## src/rtl/fft_stage_ctrl.sv

```systemverilog
// Sequencer for an in-place radix-4 FFT: issues groups to the PE stage by stage,
// ping-pongs memory banks and tracks PE write-back with a fixed-latency delay line.
module fft_stage_ctrl #(
   parameter int LOG2N  = 4,
   parameter int PE_LAT = 3,
   parameter int NSTAGE = LOG2N - 1,
   localparam int NG    = (1 << LOG2N) / 4,
   localparam int GW    = LOG2N - 2,
   localparam int SW    = (NSTAGE > 1) ? $clog2(NSTAGE) : 1
) (
   input  logic          i_clk,
   input  logic          i_rst,
   input  logic          i_start,
   input  logic          i_hold,
   output logic          o_busy,
   output logic          o_done,
   output logic          o_rd_vld,
   output logic [GW-1:0] o_rd_grp,
   output logic          o_rd_bank,
   output logic [GW-1:0] o_tf_addr,
   output logic          o_bypass_n,
   output logic [SW-1:0] o_stage,
   output logic          o_wr_vld,
   output logic [GW-1:0] o_wr_grp,
   output logic          o_wr_bank
);

   localparam int DW = $clog2(PE_LAT + 1);

   typedef enum logic [1:0] {S_IDLE, S_RUN, S_DRAIN, S_DONE} state_t;

   state_t          r_state, w_nxt_state;
   logic [GW-1:0]   r_cnt, w_nxt_cnt;
   logic [SW-1:0]   r_stage, w_nxt_stage;
   logic [DW-1:0]   r_dcnt, w_nxt_dcnt;
   logic            w_issue;
   logic [GW-1:0]   w_grp;

   logic            r_busy, r_done, r_rd_vld, r_rd_bank, r_bypass_n;
   logic [GW-1:0]   r_rd_grp, r_tf_addr;
   logic            w_nxt_busy, w_nxt_done, w_nxt_bypass_n;
   logic [GW-1:0]   w_nxt_rd_grp, w_nxt_tf_addr;

   logic [PE_LAT-1:0]         r_vld_pipe;
   logic [PE_LAT-1:0]         r_bank_pipe;
   logic [PE_LAT-1:0][GW-1:0] r_grp_pipe;

   always_ff @(posedge i_clk) begin
      if (i_rst) begin
         r_state <= S_IDLE;
         r_cnt   <= '0;
         r_stage <= '0;
         r_dcnt  <= '0;
      end else begin
         r_state <= w_nxt_state;
         r_cnt   <= w_nxt_cnt;
         r_stage <= w_nxt_stage;
         r_dcnt  <= w_nxt_dcnt;
      end
   end

   // Issue decisions are made one edge ahead so rd_* can be registered outputs;
   // the transition into a RUN pass carries the first issue of that pass.
   always_comb begin
      w_nxt_state = r_state;
      w_nxt_cnt   = r_cnt;
      w_nxt_stage = r_stage;
      w_nxt_dcnt  = r_dcnt;
      w_issue     = 1'b0;
      w_grp       = r_cnt;
      case (r_state)
         S_IDLE: if (i_start) begin
            w_nxt_state = S_RUN;
            w_nxt_stage = '0;
            w_grp       = '0;
            w_issue     = !i_hold;
            w_nxt_cnt   = i_hold ? GW'(0) : GW'(1);
         end
         S_RUN: if (!i_hold) begin
            w_issue   = 1'b1;
            w_nxt_cnt = r_cnt + GW'(1);
            if (r_cnt == GW'(NG - 1)) begin
               w_nxt_state = S_DRAIN;
               w_nxt_dcnt  = '0;
            end
         end
         S_DRAIN: begin
            if (r_dcnt == DW'(PE_LAT)) begin
               if (r_stage < SW'(NSTAGE - 1)) begin
                  w_nxt_state = S_RUN;
                  w_nxt_stage = r_stage + SW'(1);
                  w_grp       = '0;
                  w_issue     = !i_hold;
                  w_nxt_cnt   = i_hold ? GW'(0) : GW'(1);
               end else begin
                  w_nxt_state = S_DONE;
               end
            end else begin
               w_nxt_dcnt = r_dcnt + DW'(1);
            end
         end
         S_DONE:  w_nxt_state = S_IDLE;
         default: w_nxt_state = S_IDLE;
      endcase
   end

   always_comb begin
      w_nxt_busy     = (w_nxt_state != S_IDLE);
      w_nxt_done     = (w_nxt_state == S_DONE);
      w_nxt_bypass_n = (w_nxt_stage != SW'(NSTAGE - 1));
      w_nxt_rd_grp   = r_rd_grp;
      w_nxt_tf_addr  = r_tf_addr;
      if (w_issue) begin
         w_nxt_rd_grp  = w_grp;
         w_nxt_tf_addr = w_grp << w_nxt_stage;
      end
   end

   always_ff @(posedge i_clk) begin
      if (i_rst) begin
         r_busy      <= 1'b0;
         r_done      <= 1'b0;
         r_rd_vld    <= 1'b0;
         r_rd_grp    <= '0;
         r_tf_addr   <= '0;
         r_rd_bank   <= 1'b0;
         r_bypass_n  <= 1'b1;
         r_vld_pipe  <= '0;
         r_bank_pipe <= '0;
         r_grp_pipe  <= '0;
      end else begin
         r_busy         <= w_nxt_busy;
         r_done         <= w_nxt_done;
         r_rd_vld       <= w_issue;
         r_rd_grp       <= w_nxt_rd_grp;
         r_tf_addr      <= w_nxt_tf_addr;
         r_rd_bank      <= w_nxt_stage[0];
         r_bypass_n     <= w_nxt_bypass_n;
         r_vld_pipe[0]  <= r_rd_vld;
         r_grp_pipe[0]  <= r_rd_grp;
         r_bank_pipe[0] <= ~r_rd_bank;
         for (int k = 1; k < PE_LAT; k++) begin
            r_vld_pipe[k]  <= r_vld_pipe[k-1];
            r_grp_pipe[k]  <= r_grp_pipe[k-1];
            r_bank_pipe[k] <= r_bank_pipe[k-1];
         end
      end
   end

   assign o_busy     = r_busy;
   assign o_done     = r_done;
   assign o_rd_vld   = r_rd_vld;
   assign o_rd_grp   = r_rd_grp;
   assign o_rd_bank  = r_rd_bank;
   assign o_tf_addr  = r_tf_addr;
   assign o_bypass_n = r_bypass_n;
   assign o_stage    = r_stage;
   assign o_wr_vld   = r_vld_pipe[PE_LAT-1];
   assign o_wr_grp   = r_grp_pipe[PE_LAT-1];
   assign o_wr_bank  = r_bank_pipe[PE_LAT-1];

endmodule

```

## config.mk

```make
export PLATFORM = sky130hd
export DESIGN_NAME = fft_stage_ctrl
export DESIGN_NICKNAME = d
export VERILOG_FILES = /design/src/rtl/fft_stage_ctrl.sv
export SDC_FILE = /design/constraint.sdc
export NUM_CORES = 1
export LEC_CHECK = 0
export ABC_AREA = 1
export BUFFER_PORTS_ARGS = -buffer_cell sky130_fd_sc_hd__buf_2
export CAP_MARGIN = 20
export CORE_UTILIZATION = 35
export CTS_CLUSTER_SIZE = 28
export DETAILED_ROUTE_END_ITERATION = 10
export PLACE_DENSITY = 0.55
export SYNTH_ARGS = -nofsm -noshare
export SYNTH_HDL_FRONTEND = slang
export SYNTH_SLANG_ARGS = --single-unit
```

## constraint.sdc

```tcl
create_clock -name i_clk -period 2.5 [get_ports i_clk]
set_input_delay 0.5 -clock i_clk [delete_from_list [all_inputs] [get_ports i_clk]]
set_output_delay 0.5 -clock i_clk [all_outputs]
set_load 0.02 [all_outputs]
```

; After elaboration in Yosys (flattened, before gate mapping)
; Cells that the tools add are included.
[classes]
n_lt_le_gt_ge = 1
n_mux = 29
add_sub_neg = 3
reduce_logical = 7
bitwise = 1
eq_ne = 13
n_shift = 1
[ops]
columns = operator, count
row1 = $mux 2, 18
row2 = $ne 2x2->1 const B, 7
row3 = $pmux 2 s2, 3
row4 = $eq 2x2->1 const B, 5
row5 = $pmux 2 s4, 1
row6 = $add 2x1->2 const B, 3
row7 = $pmux 2 s3, 1
row8 = $mux 1, 5
row9 = $reduce_and 5->1, 1
row10 = $reduce_and 4->1, 1
row11 = $reduce_bool 2->1, 2
row12 = $pmux 1 s3, 1
row13 = $reduce_bool 3->1, 1
row14 = $eq 2x1->1 const B, 1
row15 = $logic_not 2->1, 1
row16 = $lt 2x2->1 const B, 1
row17 = $shl 2x2->2, 1
row18 = $logic_not 1->1, 1
row19 = $not 1->1, 1
[totals]
out_inout_bits = 15
word_cells = 71
inputBits = 4
reg_bits = 29

; Depth between registers and ports, before layout
[depth]
ltp_word = 5
mapped_depth = 10

; Worst setup path before layout
; Ideal clock, no wire load.
[synth_timing]
path_kind = reg2reg
from = register r_stage[1] (netlist: o_stage[1])
to = register r_tf_addr[1] (netlist: o_tf_addr[1])
t_arrival_ps = 1317
path_slack_ps = 1064
path_buffers = 0
required_time_ps = 2381
synth_period_minus_slack_ps = 1436
setup_time_ps = 119
stages_incl_launch_ff = 11
path_cell_list = dfxtp_1 inv_1 ha_1 nand2_1 nand3_1 nand2_1 inv_1 nand2_1 nand2_1 nand2_1 a21oi_2
[synth_via]
elab_chain_cells = 5
word_cells_on_any_way = 13
cone_classes = 1 x add/sub / 1 x order compare / 1 x shift / 10 x mux
[synth_rtl]
columns = item, line
row1 = start: declaration, 34  ; logic [SW-1:0] r_stage, w_nxt_stage;
row2 = start signal: assignment, 57  ; r_stage <= w_nxt_stage;
row3 = $add 2x1->2 / $lt 2x2->1 (equally long branches), "91, 89"
row4 = $mux 2, 89  ; if (r_stage < SW'(NSTAGE - 1)) begin
row5 = $mux 2, 88  ; if (r_dcnt == DW'(PE_LAT)) begin
row6 = $pmux 2 s2, 71  ; case (r_state)
row7 = $shl 2x2->2, 115  ; w_nxt_tf_addr = w_grp << w_nxt_stage;
row8 = end signal: assignment, 136  ; r_tf_addr <= w_nxt_tf_addr;
row9 = end: declaration, 40  ; logic [GW-1:0] r_rd_grp, r_tf_addr;
; Parallel ways exist; a longest one is shown, timed or not.
; A chain may end at the register's enable or synchronous reset.

; Final worst setup path
[layout_timing]
from = register r_dcnt[0]
to = register r_tf_addr[0] (netlist: o_tf_addr[0])
[layout_via]
elab_chain_cells = 4
word_cells_on_any_way = 8
cone_classes = 1 x eq/ne / 1 x shift / 6 x mux
[layout_rtl]
columns = item, line
row1 = start: declaration, 35  ; logic [DW-1:0] r_dcnt, w_nxt_dcnt;
row2 = start signal: assignment, 58  ; r_dcnt <= w_nxt_dcnt;
row3 = $eq 2x2->1 *, 88
row4 = $mux 2, 88
row5 = $pmux 2 s2, 71
row6 = $shl 2x2->2, 115
; Every way passes the cells marked *; elsewhere a longest branch is shown, timed or not.

==> metrics.yaml <==
clock_network:
  cts_buffer_depth: 2
  hold_buffers: 0
  clk_pin_slew_ns: 0.15
  numCtsBuffers: 3
  cts_resized: 0
  htreeDepth: 1
  clk_latency_ns: 0.32
  clock-sinks: 28
  cts-root-buf: "clkbuf_4"
  cts_setup_buffers: 0
  cts_tree: "yes"
worst_hold_path:
  hp-start: "r_grp_pipe[1]"
  hold_depth: 2
  whs_endpoint: "r_grp_pipe[3]"
  hp-class: "reg2reg"
timing:
  worst_slack_ns: 0.942
  worst_pin_slew_ns: 0.410
  rsz0062_at_grt: "no"
  setup-tns-final_ns: 0
  post-route-period-util_pct: 62.3
  fmaxAchievable_ghz: 0.642
  skew_ns: 0.00459
  fin_crit_ns: 1.56
  relSlewSlack_pct: 72.6
  drv_slew: 0
  final_hold_viol_count: 0
  setup_viol: 0
drt:
  wirelength_um: 2020
  wire_per_inst_um: 9.65
  num_vias: 908
  dr.pass1.iters: 4
  routed_via_density: 4.34
  drc: 0
  ant_nets: 0
  drt_iter0_markers: 24
setup_path:
  path_cells: "ha_1, inv_1, nor2_1, nand2_4, nand3_2, nand2_4, nor2_2, nand2_1, a21oi_2"
  r2r-end: "o_tf_addr[0]"
  cp.required_ns: 2.77
  start_kind: "flop"
  critical_path_class: "reg2reg"
  reg2reg_from: "r_dcnt[0]"
  crit_path_frequent_cell: "nand2_4"
  cp-end-kind: "flop"
  cp_slowest_stage_delay_ns: 0.40
  r2r_slack_ns: 0.94
  reg2regPathDepth: 9
  path_max_fanout: 6
  arrival_ns: 1.82
  crit_slowest_cell: "dfxtp_1"
finish:
  drive_gt1_share_pct: 21.8
  nets: 174
  final_util_pct: 43.0
  syn_to_final_growth_pct: 14.2
  num-fill-cells: 350
  fin_area_um2: 1340
  antenna_cells: 0
global_route:
  antenna_found_initial: 0
  grt_pass1_vias: 807
  use_met2_pct: 21.1
  grtUsageTotal_pct: 12.6
  met1_usage_pct: 15.4
  grt_first_pass_wirelength_um: 3390
  grt_max_degree: 22
  busiest_layer: "met2"
  overflow: 0
  grtUsageMet3_pct: 2.16
synth:
  synth_commonest_cells: "31 x nand2_1, 28 x dfxtp_1, 26 x inv_1"
  ys.flop_type: "dfxtp_1"
  synth-seq-cells: 28
  ys_seq_area_share_pct: 48.0
  async_flop_share_pct: 0
  synth.distinct_cells: 24
  yosys_warnings: 0
  avgSynthCellArea_um2: 7.90
  yosysTopAreaCell: "dfxtp_1"
  synth_top_area_share_pct: 48.0
  synth.most_common_cell: "nand2_1"
  synth.area.top_cells: "dfxtp_1 48%, nand2_1 10%, inv_1 8.4%"
  syn_nets: 156
  synth_edf_count: 0
  syn_inst: 148
  synth.cell_area_um2: 1170
floorplan:
  start_util_pct: 37.7
  die_h_um: 59.8
  rows: 20
  core_um2: 3100
  io_pins: 19
  die_x_um: 59.8
  die-area_um2: 3570
flow_run:
  cap_violations: 0
pwr:
  peakVddDrop_mv: 0.185
  power_leakage_nw: 0.663
  pwr_density_cell_nw_per_um2: 632
placed_design:
  post-place-ws_ns: 0.985
  placedInstanceArea_um2: 1280
  place.gp.congestion: 0.808
  dpl.hpwl_um: 1540
  port-buffer-count: 18
outcome:
  outcome: "finished, final reports clean"
-- worst max-delay path, delay by kind of cell (launching register included) --
family / cells / cell delay [ns]
adder cells (fa/ha/maj): 1 / 0.27
flip-flops: 1 / 0.40
AO/OA/AOI/OAI: 1 / 0.11
buffers and inverters: 1 / 0.08
AND/OR/NAND/NOR: 6 / 0.62
-- report_power, final --
part	internal (mW)	leakage, nW	total [mW]	switching (mW)
Combinational	0.0279	0.407	0.0814	0.0534
Sequential	0.462	0.228	0.471	0.00925
Clock	0.162	0.0279	0.292	0.130
Total	0.651	0.663	0.844	0.193
-- flip-flops by register name (all words and copies together) (netlist names) --
| signal | cells |
|---|---|
| o_rd_vld | 1 |
| r_cnt | 2 |
| o_tf_addr | 2 |
| o_bypass_n | 1 |
| r_dcnt | 2 |
| o_done | 1 |
| r_vld_pipe | 3 |
| r_state | 2 |
| o_busy | 1 |
| o_wr_grp | 2 |
| r_grp_pipe | 4 |
| o_stage | 2 |
| r_bank_pipe | 3 |
| o_rd_grp | 2 |
-- cell usage in the layout, fill, tap and decap left out --
cell type | netlist | layout
nor2_2 | 2 | 2
nand3_1 | 3 | 3
or2_1 | 1 | 1
nand2_4 | 2 | 2
inv_1 | 26 | 26
nand3_2 | 1 | 1
o21ai_2 | 2 | 2
o21ai_0 | 7 | 7
nor2_4 | 1 | 1
a21oi_2 | 2 | 2
bufinv_16 | 0 | 1
dfxtp_1 | 28 | 28
nor2_8 | 1 | 1
o21ai_1 | 1 | 1
ha_1 | 4 | 4
buf_2 | 1 | 18
o211ai_2 | 1 | 1
clkbuf_4 | 0 | 3
inv_2 | 2 | 2
nor2_1 | 20 | 20
nor3b_1 | 1 | 1
nand2_1 | 31 | 31
o211ai_1 | 1 | 1
a21oi_1 | 6 | 6
-- how the worst max path moves through the flow --
stage                     slack (ns)  cells past startpoint      endpoint        from
after global placement          1.02                      9  o_tf_addr[0]   r_dcnt[0]
after global routing            0.82                      9  o_tf_addr[0]   r_dcnt[0]
after floorplan                 1.06                     10  o_tf_addr[1]  o_stage[1]
final                           0.94                      9  o_tf_addr[0]   r_dcnt[0]
after detailed placement        0.98                      9  o_tf_addr[0]   r_dcnt[0]
after CTS                       0.94                      9  o_tf_addr[0]   r_dcnt[0]
-- layout make-up --
cell class	count	area, um^2	area share, %
Multi-Input combinational cell	87	472	35.3
Clock inverter	1	30.0	2.25
Timing Repair Buffer	18	90.1	6.75
Inverter	28	105	7.87
Tap cell	44	55.1	4.12
Clock buffer	3	22.5	1.69
Sequential cell	28	561	42.0
-- metal layers --
metal	vias up	wire (um)
met5	-	0
met4	0	19
met3	2	57
met2	15	950
met1	414	990
li1	477	-
-- through the flow --
stage / power [mW] / hold slack, ns / std cells
2_1_floorplan: 0.542 / 0.388 / 148
3_3_place_gp: 0.561 / 0.391 / 205
3_5_place_dp: 0.563 / 0.393 / 205
4_1_cts: 0.858 / 0.413 / 209
5_1_grt: 0.892 / 0.419 / 209
6_report: 0.844 / 0.409 / 209
-- cells by family after synthesis --
family,Yosys count,share of synthesized area [%]
AOI/OAI and AO/OA,20,10.7
adders and majority gates,4,4.28
buffers and inverters,33,11.7
DFF,28,48.0
and+or+nand+nor,63,25.4
Note: power is estimated with default switching activity, not from simulation.
